--- src/rtl/pcie_app_rst_seq_if.sv ---
// rtl/pcie_app_rst_seq_if.sv - signal bundle between the reset sequencer and the TLP application
interface pcie_app_rst_seq_if;
    logic [4:0] ltssm;
    logic       sw_rst_req;
    logic       quiesce_ack;
    logic       quiesce_req;
    logic       tx_rstn;
    logic       rx_rstn;
    logic       core_rstn;
    logic       seq_busy;
    logic       seq_done;
    logic       qto_flag;

    modport master (
        input  ltssm, sw_rst_req, quiesce_ack,
        output quiesce_req, tx_rstn, rx_rstn, core_rstn, seq_busy, seq_done, qto_flag
    );

    modport slave (
        output ltssm, sw_rst_req, quiesce_ack,
        input  quiesce_req, tx_rstn, rx_rstn, core_rstn, seq_busy, seq_done, qto_flag
    );
endinterface

--- src/rtl/pcie_app_rst_seq.sv ---
// rtl/pcie_app_rst_seq.sv - quiesce-then-sequence TX/RX/core application resets from HIP and software events
module pcie_app_rst_seq #(
    parameter int HOLD_CYC = 16,
    parameter int GAP_CYC  = 4,
    parameter int QTO_CYC  = 1024,
    parameter int LDN_DEB  = 8,
    parameter int CNT_W    = 11
) (
    input  logic               pld_clk,
    input  logic               app_rstn,
    pcie_app_rst_seq_if.master bus
);
    localparam logic [4:0]       LT_L0  = 5'h0F;
    localparam logic [4:0]       LT_HOT = 5'h10;
    localparam logic [CNT_W-1:0] GAP1   = CNT_W'(GAP_CYC - 1);
    localparam logic [CNT_W-1:0] GAP2   = CNT_W'(2 * GAP_CYC - 1);
    localparam logic [CNT_W-1:0] HOLD1  = CNT_W'(HOLD_CYC - 1);
    localparam logic [CNT_W-1:0] QTO1   = CNT_W'(QTO_CYC - 1);
    localparam int               LDN_W  = $clog2(LDN_DEB + 1);
    localparam logic [LDN_W-1:0] LDN1   = LDN_W'(LDN_DEB - 1);

    typedef enum logic [2:0] {S_IDLE, S_QUIESCE, S_ASSERT, S_HOLD, S_RELEASE} state_t;

    logic             is_l0, is_hot;
    logic             l0_seen, hot_prev, ldn_evt, hot_evt;
    logic [LDN_W-1:0] ldn_cnt;
    logic             req;

    state_t           state;
    logic [CNT_W-1:0] cnt;
    logic             pend;
    logic             quiesce_req, tx_rstn, rx_rstn, core_rstn, seq_busy, seq_done, qto_flag;

    assign is_l0  = (bus.ltssm == LT_L0);
    assign is_hot = (bus.ltssm == LT_HOT);
    assign req    = bus.sw_rst_req | ldn_evt | hot_evt;

    // Link-down only counts once L0 has been reached, so training before first L0 is not an event.
    always_ff @(posedge pld_clk) begin
        if (!app_rstn) begin
            l0_seen  <= 1'b0;
            ldn_cnt  <= '0;
            ldn_evt  <= 1'b0;
            hot_prev <= 1'b0;
            hot_evt  <= 1'b0;
        end else begin
            hot_prev <= is_hot;
            hot_evt  <= is_hot & ~hot_prev;
            ldn_evt  <= 1'b0;
            if (is_l0) begin
                l0_seen <= 1'b1;
                ldn_cnt <= '0;
            end else if (l0_seen) begin
                if (ldn_cnt == LDN1) begin
                    ldn_evt <= 1'b1;
                    l0_seen <= 1'b0;
                    ldn_cnt <= '0;
                end else begin
                    ldn_cnt <= ldn_cnt + LDN_W'(1);
                end
            end else begin
                ldn_cnt <= '0;
            end
        end
    end

    always_ff @(posedge pld_clk) begin
        if (!app_rstn) begin
            state       <= S_HOLD;
            cnt         <= '0;
            pend        <= 1'b0;
            quiesce_req <= 1'b0;
            tx_rstn     <= 1'b0;
            rx_rstn     <= 1'b0;
            core_rstn   <= 1'b0;
            seq_busy    <= 1'b1;
            seq_done    <= 1'b0;
            qto_flag    <= 1'b0;
        end else begin
            seq_done <= 1'b0;
            case (state)
                S_IDLE: begin
                    if (req || pend) begin
                        state       <= S_QUIESCE;
                        cnt         <= '0;
                        pend        <= 1'b0;
                        quiesce_req <= 1'b1;
                        seq_busy    <= 1'b1;
                    end
                end
                S_QUIESCE: begin
                    if (bus.quiesce_ack || cnt == QTO1) begin
                        state   <= S_ASSERT;
                        cnt     <= '0;
                        tx_rstn <= 1'b0;
                        if (!bus.quiesce_ack) qto_flag <= 1'b1;
                    end else begin
                        cnt <= cnt + CNT_W'(1);
                    end
                end
                S_ASSERT: begin
                    cnt <= cnt + CNT_W'(1);
                    if (cnt == GAP1) rx_rstn <= 1'b0;
                    if (cnt == GAP2) begin
                        core_rstn   <= 1'b0;
                        quiesce_req <= 1'b0;
                        state       <= S_HOLD;
                        cnt         <= '0;
                    end
                end
                S_HOLD: begin
                    if (cnt == HOLD1) begin
                        state     <= S_RELEASE;
                        cnt       <= '0;
                        core_rstn <= 1'b1;
                    end else begin
                        cnt <= cnt + CNT_W'(1);
                    end
                end
                S_RELEASE: begin
                    // A request here is remembered and served right after the release completes.
                    if (req) pend <= 1'b1;
                    cnt <= cnt + CNT_W'(1);
                    if (cnt == GAP1) rx_rstn <= 1'b1;
                    if (cnt == GAP2) begin
                        tx_rstn  <= 1'b1;
                        state    <= S_IDLE;
                        cnt      <= '0;
                        seq_busy <= 1'b0;
                        seq_done <= 1'b1;
                    end
                end
                default: begin
                    state       <= S_HOLD;
                    cnt         <= '0;
                    quiesce_req <= 1'b0;
                    tx_rstn     <= 1'b0;
                    rx_rstn     <= 1'b0;
                    core_rstn   <= 1'b0;
                    seq_busy    <= 1'b1;
                end
            endcase
        end
    end

    assign bus.quiesce_req = quiesce_req;
    assign bus.tx_rstn     = tx_rstn;
    assign bus.rx_rstn     = rx_rstn;
    assign bus.core_rstn   = core_rstn;
    assign bus.seq_busy    = seq_busy;
    assign bus.seq_done    = seq_done;
    assign bus.qto_flag    = qto_flag;
endmodule

--- src/flat_wrapper.sv ---
// flat-port wrapper written by rule: the top's interface ports become plain ports
module pcie_app_rst_seq_flat 
#(
    parameter int HOLD_CYC = 16,
    parameter int GAP_CYC  = 4,
    parameter int QTO_CYC  = 1024,
    parameter int LDN_DEB  = 8,
    parameter int CNT_W    = 11
)
  (pld_clk, app_rstn, bus_ltssm, bus_sw_rst_req, bus_quiesce_ack, bus_quiesce_req, bus_tx_rstn, bus_rx_rstn, bus_core_rstn, bus_seq_busy, bus_seq_done, bus_qto_flag);
  pcie_app_rst_seq_if bus_i ();
  input  logic pld_clk;
  input  logic app_rstn;
  input wire logic [$bits(bus_i.ltssm)-1:0] bus_ltssm;
  input wire logic [$bits(bus_i.sw_rst_req)-1:0] bus_sw_rst_req;
  input wire logic [$bits(bus_i.quiesce_ack)-1:0] bus_quiesce_ack;
  output wire logic [$bits(bus_i.quiesce_req)-1:0] bus_quiesce_req;
  output wire logic [$bits(bus_i.tx_rstn)-1:0] bus_tx_rstn;
  output wire logic [$bits(bus_i.rx_rstn)-1:0] bus_rx_rstn;
  output wire logic [$bits(bus_i.core_rstn)-1:0] bus_core_rstn;
  output wire logic [$bits(bus_i.seq_busy)-1:0] bus_seq_busy;
  output wire logic [$bits(bus_i.seq_done)-1:0] bus_seq_done;
  output wire logic [$bits(bus_i.qto_flag)-1:0] bus_qto_flag;
  assign bus_i.ltssm = bus_ltssm;
  assign bus_i.sw_rst_req = bus_sw_rst_req;
  assign bus_i.quiesce_ack = bus_quiesce_ack;
  assign bus_quiesce_req = bus_i.quiesce_req;
  assign bus_tx_rstn = bus_i.tx_rstn;
  assign bus_rx_rstn = bus_i.rx_rstn;
  assign bus_core_rstn = bus_i.core_rstn;
  assign bus_seq_busy = bus_i.seq_busy;
  assign bus_seq_done = bus_i.seq_done;
  assign bus_qto_flag = bus_i.qto_flag;
  pcie_app_rst_seq #(.HOLD_CYC(HOLD_CYC), .GAP_CYC(GAP_CYC), .QTO_CYC(QTO_CYC), .LDN_DEB(LDN_DEB), .CNT_W(CNT_W)) u_core (.pld_clk(pld_clk), .app_rstn(app_rstn), .bus(bus_i));
endmodule
--- config.mk ---
export PLATFORM = sky130hd
export DESIGN_NAME = pcie_app_rst_seq_flat
export DESIGN_NICKNAME = d
export VERILOG_FILES = /design/src/rtl/pcie_app_rst_seq_if.sv /design/src/rtl/pcie_app_rst_seq.sv /design/src/flat_wrapper.sv
export SDC_FILE = /design/constraint.sdc
export NUM_CORES = 1
export LEC_CHECK = 0
export ABC_CLOCK_PERIOD_IN_PS = 3500
export BUFFER_PORTS_ARGS = -buffer_cell sky130_fd_sc_hd__buf_2
export CORE_MARGIN = 4
export CORE_UTILIZATION = 25
export CTS_CLUSTER_SIZE = 14
export DETAILED_ROUTE_END_ITERATION = 8
export SETUP_SLACK_MARGIN = 0.5
export SYNTH_ARGS = -nofsm -noshare
export SYNTH_HDL_FRONTEND = slang
export SYNTH_SLANG_ARGS = --single-unit
--- constraint.sdc ---
create_clock -name pld_clk -period 3.5 [get_ports pld_clk]
set_clock_uncertainty 0.15 [all_clocks]
set_input_delay 0.7 -clock pld_clk [delete_from_list [all_inputs] [get_ports pld_clk]]
set_output_delay 0.7 -clock pld_clk [all_outputs]
set_load 0.02 [all_outputs]
Yosys cells after proc, flatten, opt, wreduce, memory -nomap -nowiden. Index checks and enable logic that the tools add are counted.

Memories kept: 0. Bits of input ports: 9. ROM bits: 0. Latch bits: 0. Logic and storage cells: 100. Bits in writable memories: 0. Output and inout bits: 7. Bits in registers: 30.

Div/mod/pow operators: 0. Shift-type cells: 0. Multiplexer cells: 31. Bitwise gates (word level): 12. Eq/ne operators: 19. Reduce and logical (&&, ||, !) cells: 21. Add/sub/neg operators: 2. Magnitude comparators: 0. Multiply operators: 0.

Operator list (number): 11-bit 2-to-1 mux (4); 11-bit case mux with 4 select lines (1); 3-bit AND reduction (7); 3-bit OR reduction (6); 2-bit by 1-bit inequality test with 1-bit output (second input constant) (8); 3-bit 2-to-1 mux (5); 1-bit case mux with 3 select lines (5); 3-bit case mux with 5 select lines (1); 1-bit 2-to-1 mux (14); 11-bit by 1-bit adder with 11-bit output (second input constant) (1); 11-bit by 10-bit == test with 1-bit output (second input constant) (1); 11-bit by 2-bit == test with 1-bit output (second input constant) (1); 11-bit by 3-bit == test with 1-bit output (second input constant) (1); 11-bit by 4-bit == test with 1-bit output (second input constant) (1); 1-bit inverter (9); 3-bit by 2-bit == test with 1-bit output (second input constant) (2); 5-bit by 4-bit == test with 1-bit output (second input constant) (1); 5-bit == test (second input constant) (1); 5-bit AND reduction (1); 4-bit by 1-bit adder with 4-bit output (second input constant) (1); 4-bit by 3-bit == test with 1-bit output (second input constant) (1); 4-bit OR reduction (1); 3-bit by 1-bit == test with 1-bit output (second input constant) (1); 3-bit == test (second input constant) (1); 8 further kinds (10).

Depth between registers and ports, before layout. Gate-level depths: netlist (run 1).

Depth after elaboration: 5. Depth in mapped cells: 6. Depth with buffers taken out: 5.

Least setup slack after synthesis (run 1). Ideal clock, no wire load.

Path type: input-to-reg. Start point: input port bus_sw_rst_req. End point: register u_core.cnt[5]. Library setup time: 95 ps. Data arrival time: 1953 ps. Stages: 4. Buffers on the path: 0. Required time: 3255 ps. Path slack: 1301 ps. Cell sequence: or4_1 > o311ai_2 > o21ai_0 > a221oi_1.

Cells in the longest elaborated chain, start to end: 4.

RTL lines: start: declaration (RTL line flat_wrapper.sv:15) `input wire logic [$bits(bus_i.sw_rst_req)-1:0] bus_sw_rst_req;`; 1-bit OR (2 in series) (RTL line pcie_app_rst_seq.sv:36) `assign req = bus.sw_rst_req | ldn_evt | hot_evt;`; 1-bit logical OR (RTL line pcie_app_rst_seq.sv:83) `if (req || pend) begin`; 2-bit by 1-bit inequality test with 1-bit output (no line); end signal: assignment (RTL line pcie_app_rst_seq.sv:98) `cnt <= cnt + CNT_W'(1);`; end signal: assignment (RTL line pcie_app_rst_seq.sv:102) `cnt <= cnt + CNT_W'(1);`; end signal: assignment (RTL line pcie_app_rst_seq.sv:117) `cnt <= cnt + CNT_W'(1);`; end: declaration (RTL line pcie_app_rst_seq.sv:30) `logic [CNT_W-1:0] cnt;`.

No other way between the ends. A chain may end at the register's enable or synchronous reset.

Worst setup path after layout (run 1).
Start point: register u_core.cnt[8]. End point: register u_core.cnt[1].

Cells in the longest elaborated chain, start to end: 4. Elaborated cells between the ends (all ways): 8. Those cells by class: eq/ne: 3; mux: 4; reduce/logical: 1.

RTL lines: 11-bit by 10-bit == test with 1-bit output (RTL line pcie_app_rst_seq.sv:92) `if (bus.quiesce_ack || cnt == QTO1) begin`; 1-bit logical OR (RTL line pcie_app_rst_seq.sv:92); 11-bit 2-to-1 mux (RTL line pcie_app_rst_seq.sv:92); 11-bit case mux with 4 select lines * (RTL line pcie_app_rst_seq.sv:81) `case (state)`.

Mark *: on every way between the ends. The rest lies on a longest branch, timed or not.

==> impl_metrics.ini, run 1 <==
[clock_tree]
clock_path_buffers = 2
cts_setup_buffers = 0
cts_sinks = 30
clk_pin_slew_ns = 0.07
cts_made_buffers = 5
tritoncts = built
h-tree-depth = 2
clock_latency_ns = 0.28
cts_resized = 0
hold_buffers = 0
root_buffer = clkbuf_8

[sta]
slew_viol_final = 0
max_freq_ghz = 0.417
worst_slew_pin_slew_ns = 0.604
rsz0062_at_grt = false
period_share_pct = 68.6
slew_headroom_pct = 59.6
finalHoldViolations = 0
setup_viol = 0
fin_crit_ns = 2.40
tns_ns = 0
fin_hold_ws_ns = 0.242

[pwr]
peakVddDrop_v = 0.000242
power_uw = 1070
power_leakage_uw = 0.000605
p_per_area_nw_per_um2 = 597

[yosys]
synth.yosys.warnings = 0
synth_area_um2 = 1510
syn-instance-count = 169
synthDistinctLibCells = 44
synth-seq-cells = 30
synth_compound_area_share_pct = 25.4
netlist_top_cells_area = dfxtp_1 40%, a211oi_1 5.5%, xnor2_1 4.7%, a21oi_1 3.3%, nor2_1 3.0%
synth-seq-area-share_pct = 39.9
synth_ff_type = dfxtp_1
yosysTopAreaCell = dfxtp_1
synth_edf_count = 0
synth_area_per_cell_um2 = 8.91
yosysTopAreaCellShare_pct = 39.9
synth-simple-area-share_pct = 21.9
synth_xor_xnor_area_share_pct = 5.24
syn-num-nets = 180
ys_async_sr_fraction_pct = 0
synth_adder_area_share_pct = 1.66
synth_top_family_by_area = compound AO/OA/AOI/OAI gates
synth_mux_area_share_pct = 0.665

[die]
core_area_um2 = 5680
ios = 16
initial_core_util_pct = 26.5
dieWidth_um = 85.6
die_y_um = 85.6
die-area_um2 = 7330
num_rows = 27

[worst_setup_path]
cp.required_ns = 3.49
critPathCaptureType = flop
critPathLaunchType = flop
max_stage_delay_ns = 0.59
arrival_ns = 2.39
path_max_fanout = 12
cp_slowest_cell = a221oi_4
cp_cell_sequence = or4_4 -> or3_4 -> a221oi_4 -> a221oi_1
crit_type = reg2reg

[drt]
num_vias = 1341
drcViolationCount = 0
viasPerCell = 5.24
wirelength_um = 3350
detail-route-antenna-nets = 0
drt-initial-drc-count = 124
dr.pass1.iters = 4
wl_per_cell_um = 13.1

[placement]
place.gp.congestion = 0.760
io_buffer_count = 15
hpwl_um = 2400
placed_area_um2 = 1640

[global_routing]
grt_max_degree = 18
grt_pass1_vias = 1227
grt_first_pass_wirelength_um = 5730
grt_util_all_layers_pct = 9.65
antenna_found_initial = 0
grt_overflow = 0

[min_path]
min_path_type = reg2reg

[cells_and_area]
fill_cells = 595
final_cell_mix = 30 x dfxtp_1, 15 x buf_2, 12 x nor2_1
layout-drive-gt1-share_pct = 17.9
nets = 194
stdcell_area_um2 = 1790
reg.largest.list = u_core.cnt x11, u_core.ldn_cnt x4, u_core.state x3
final_common_cell = dfxtp_1
area_growth_pct = 18.6
diodes = 0
top_register = u_core.cnt
largest_reg_flops = 11

[job]
drv.max_cap_violation_count = 0

[status]
status = finished clean
[cells by family (layout without fill, tap and decap cells)]
family | Yosys count | count (layout)
xor+xnor | 9 | 9
flops | 30 | 30
mux | 1 | 1
buf+inv | 19 | 34
fa+ha+maj | 2 | 2
compound gates | 50 | 50
simple gates | 58 | 58
[report_power, final]
| group | internal [µW] | switching (µW) | total (µW) |
|---|---|---|---|
| registers | 370 | 46.1 | 416 |
| logic | 92.4 | 119 | 212 |
| clock network | 304 | 134 | 438 |
| total | 766 | 300 | 1070 |
[worst paths after layout]
path | start | to | slack (ns) | cells past startpoint
setup / recovery | u_core.cnt[8] | u_core.cnt[1] | 1.10 | 4
hold / removal | u_core.hot_prev | u_core.hot_evt | 0.24 | 1
setup reg to reg | u_core.cnt[8] | u_core.cnt[1] | 1.10 | 4
hold reg to reg | u_core.hot_prev | u_core.hot_evt | 0.24 | 1
[cell usage after synthesis (all sizes together), types with 3 or more instances]
cell and instances:
inv 8, or3 5, a21oi 10, nor4 5, nand4 4, nor2 12, nand2 6, nor3 4
buf 3, o21ai 5, o31ai 6, nand3 7, xnor2 8, clkbuf 8, a31oi 3, a221oi 5
dfxtp 30, or4 4, a211oi 11
[worst max-delay path, delay by kind of cell (launching register included)]
kind	cells	cell delay, ns
flip-flops	1	0.35
AO/OA/AOI/OAI	2	0.78
AND/OR/NAND/NOR	2	0.99
[stage by stage]
step,worst slack (ns),std cells,utilization [%]
finish,1.10,256,31.5
global route,0.916,256,31.5
CTS,1.09,256,31.5
detailed placement,1.08,248,28.9
global placement,1.10,248,28.9
floorplan,1.30,169,-
[layer usage]
metal / global-route usage [%] / vias to the layer above / wire, µm
met5: 0 / - / 0
met4: 3.02 / 0 / 38
met3: 2.79 / 6 / 173
met2: 14.3 / 28 / 1470
met1: 13.4 / 634 / 1670
li1: - / 673 / -
[cell type report]
class	count	area (µm²)	share of cell area [%]
clock buffer	6	82.6	4.63
clock inverter	2	60.1	3.36
inverter	8	30.0	1.68
multi-input combinational	120	825	46.2
sequential	30	601	33.6
tap	72	90.1	5.05
timing repair buffer	18	97.6	5.47
No activity file was read; power rests on OpenSTA's default activity.
==> run 2: changes to the inputs <==
- ABC_CLOCK_PERIOD_IN_PS: 3500 -> 2110
- clock period: 3.5 -> 2.11 ns (I/O delays scaled with it)
==> run 2 against run 1 <==
Worst hold slack worse by 0.076 ns. Die area unchanged. Combinational power rose to 2.8 times the previous value. First-iteration DRC count down 12%. Fmax is 14% higher. Register-to-register slack lost 1.1 ns. Final cell count increased by 11%. Sequential share of layout area down 5.2 points.
==> impl_metrics.ini, run 2 (synthesis results as in run 1) <==
[worst_setup_path]
arrival_ns = 2.11
cp.required_ns = 2.11
path_max_fanout = 11
critPathCaptureType = flop
crit_type = reg2reg
critPathLaunchType = flop

[cells_and_area]
final_common_cell = buf_4
reg.largest.list = u_core.cnt x11, u_core.ldn_cnt x4, u_core.state x3
nets = 223
top_register = u_core.cnt
layout-drive-gt1-share_pct = 37.6
final_cell_mix = 28 x buf_4, 26 x dfxtp_1, 15 x buf_2
stdcell_area_um2 = 2130
diodes = 0
largest_reg_flops = 11
area_growth_pct = 41.7

[drt]
detail-route-antenna-nets = 0
dr.pass1.iters = 4
wl_per_cell_um = 13.5
drcViolationCount = 0
wirelength_um = 3850
drt-initial-drc-count = 109
viasPerCell = 5.11
num_vias = 1456

[sta]
fin_crit_ns = 2.11
slew_viol_final = 0
finalHoldViolations = 0
setup_viol = 0
rsz0062_at_grt = true
worst_slew_pin_slew_ns = 0.505
max_freq_ghz = 0.474
slew_headroom_pct = 66.1
period_share_pct = 99.9
tns_ns = 0

[global_routing]
grt_pass1_vias = 1423
grt_first_pass_wirelength_um = 6740
grt_util_all_layers_pct = 11.5
grt_max_degree = 13
antenna_found_initial = 0
grt_overflow = 0

[clock_tree]
tritoncts = built
hold_buffers = 0
h-tree-depth = 2
clock_latency_ns = 0.29
clk_pin_slew_ns = 0.07
clock_path_buffers = 2
cts_sinks = 30
cts_made_buffers = 5
root_buffer = clkbuf_8

[die]
num_rows = 27
die-area_um2 = 7330
dieWidth_um = 85.6
initial_core_util_pct = 26.5
core_area_um2 = 5680
die_y_um = 85.6
ios = 16

[placement]
io_buffer_count = 15
place.gp.congestion = 0.836
placed_area_um2 = 1860
hpwl_um = 2790

[pwr]
peakVddDrop_v = 0.000404
power_leakage_uw = 0.000777
p_per_area_nw_per_um2 = 936

[min_path]
min_path_type = in2reg

[status]
status = finished clean

[job]
drv.max_cap_violation_count = 0
-- run 2: cell types whose count changed in the layout (fill, tap and decap cells not counted), moves of 2 or more --
cell	delta
a211oi_1	-3
a211oi_2	+3
a221oi_1	-2
a221oi_2	+2
buf_4	+25
buf_6	+3
dfxtp_1	-4
dfxtp_2	+4
nor4_1	-2
-- run 2: path summary, 6_finish.rpt --
path / start / cells past startpoint / slack [ns] / end
setup / recovery: u_core.cnt[9] / 5 / 0.002 / u_core.cnt[4]
hold / removal: bus_ltssm[1] / 2 / 0.17 / u_core.hot_prev
setup reg to reg: u_core.cnt[9] / 5 / 0.002 / u_core.cnt[4]
hold reg to reg: u_core.hot_prev / 1 / 0.24 / u_core.hot_evt
-- run 2: critical path: stages (launching register included) --
cell      delay, ns
dfxtp_2        0.32
or4_4          0.54
or3_4          0.42
a221oi_4       0.30
buf_12         0.17
a211oi_1       0.07
-- run 2: layout make-up --
| class | instances | area (µm²) |
|---|---|---|
| inverter | 8 | 30.0 |
| multi-input combinational | 120 | 926 |
| sequential | 30 | 606 |
| clock inverter | 2 | 60.1 |
| fill | 570 | 3540 |
| tap | 72 | 90.1 |
| clock buffer | 6 | 82.6 |
| timing repair buffer | 47 | 339 |
-- run 2: timing repair --
item,4_1_cts,5_1_grt
setup endpoints to repair,20,22
resized for setup,11,10
pin swaps,3,4
buffers inserted,4,0
-- run 2: metal layers --
metal / GRT usage [%] / up-vias / share of wire [%] / routed length (µm)
met4: 2.16 / 0 / 0.94 / 36
met2: 17.9 / 25 / 46 / 1760
met3: 3.36 / 5 / 4.3 / 164
li1: - / 737 / - / -
met1: 15.7 / 689 / 49 / 1890
met5: 0 / - / 0 / 0
-- run 2: power by group --
part / total [µW] / switching [µW] / internal (µW) / leakage [µW]
clock: 738 / 234 / 504 / 0.0000714
combinational: 593 / 302 / 290 / 0.000462
sequential: 667 / 48.2 / 619 / 0.000244
-- run 2: per-stage QoR --
stage          power [µW]  setup slack [ns]  utilization, %  instances  hold WS, ns
2_1_floorplan        1010            0.0429               -        169        0.223
3_3_place_gp         1190            0.0176            32.8        273        0.234
3_5_place_dp         1200           -0.0293            32.8        273        0.240
4_1_cts              1960           0.00533            36.9        285        0.166
5_1_grt              2090           -0.0581            37.6        285        0.176
6_report             2000           0.00244            37.6        285        0.166
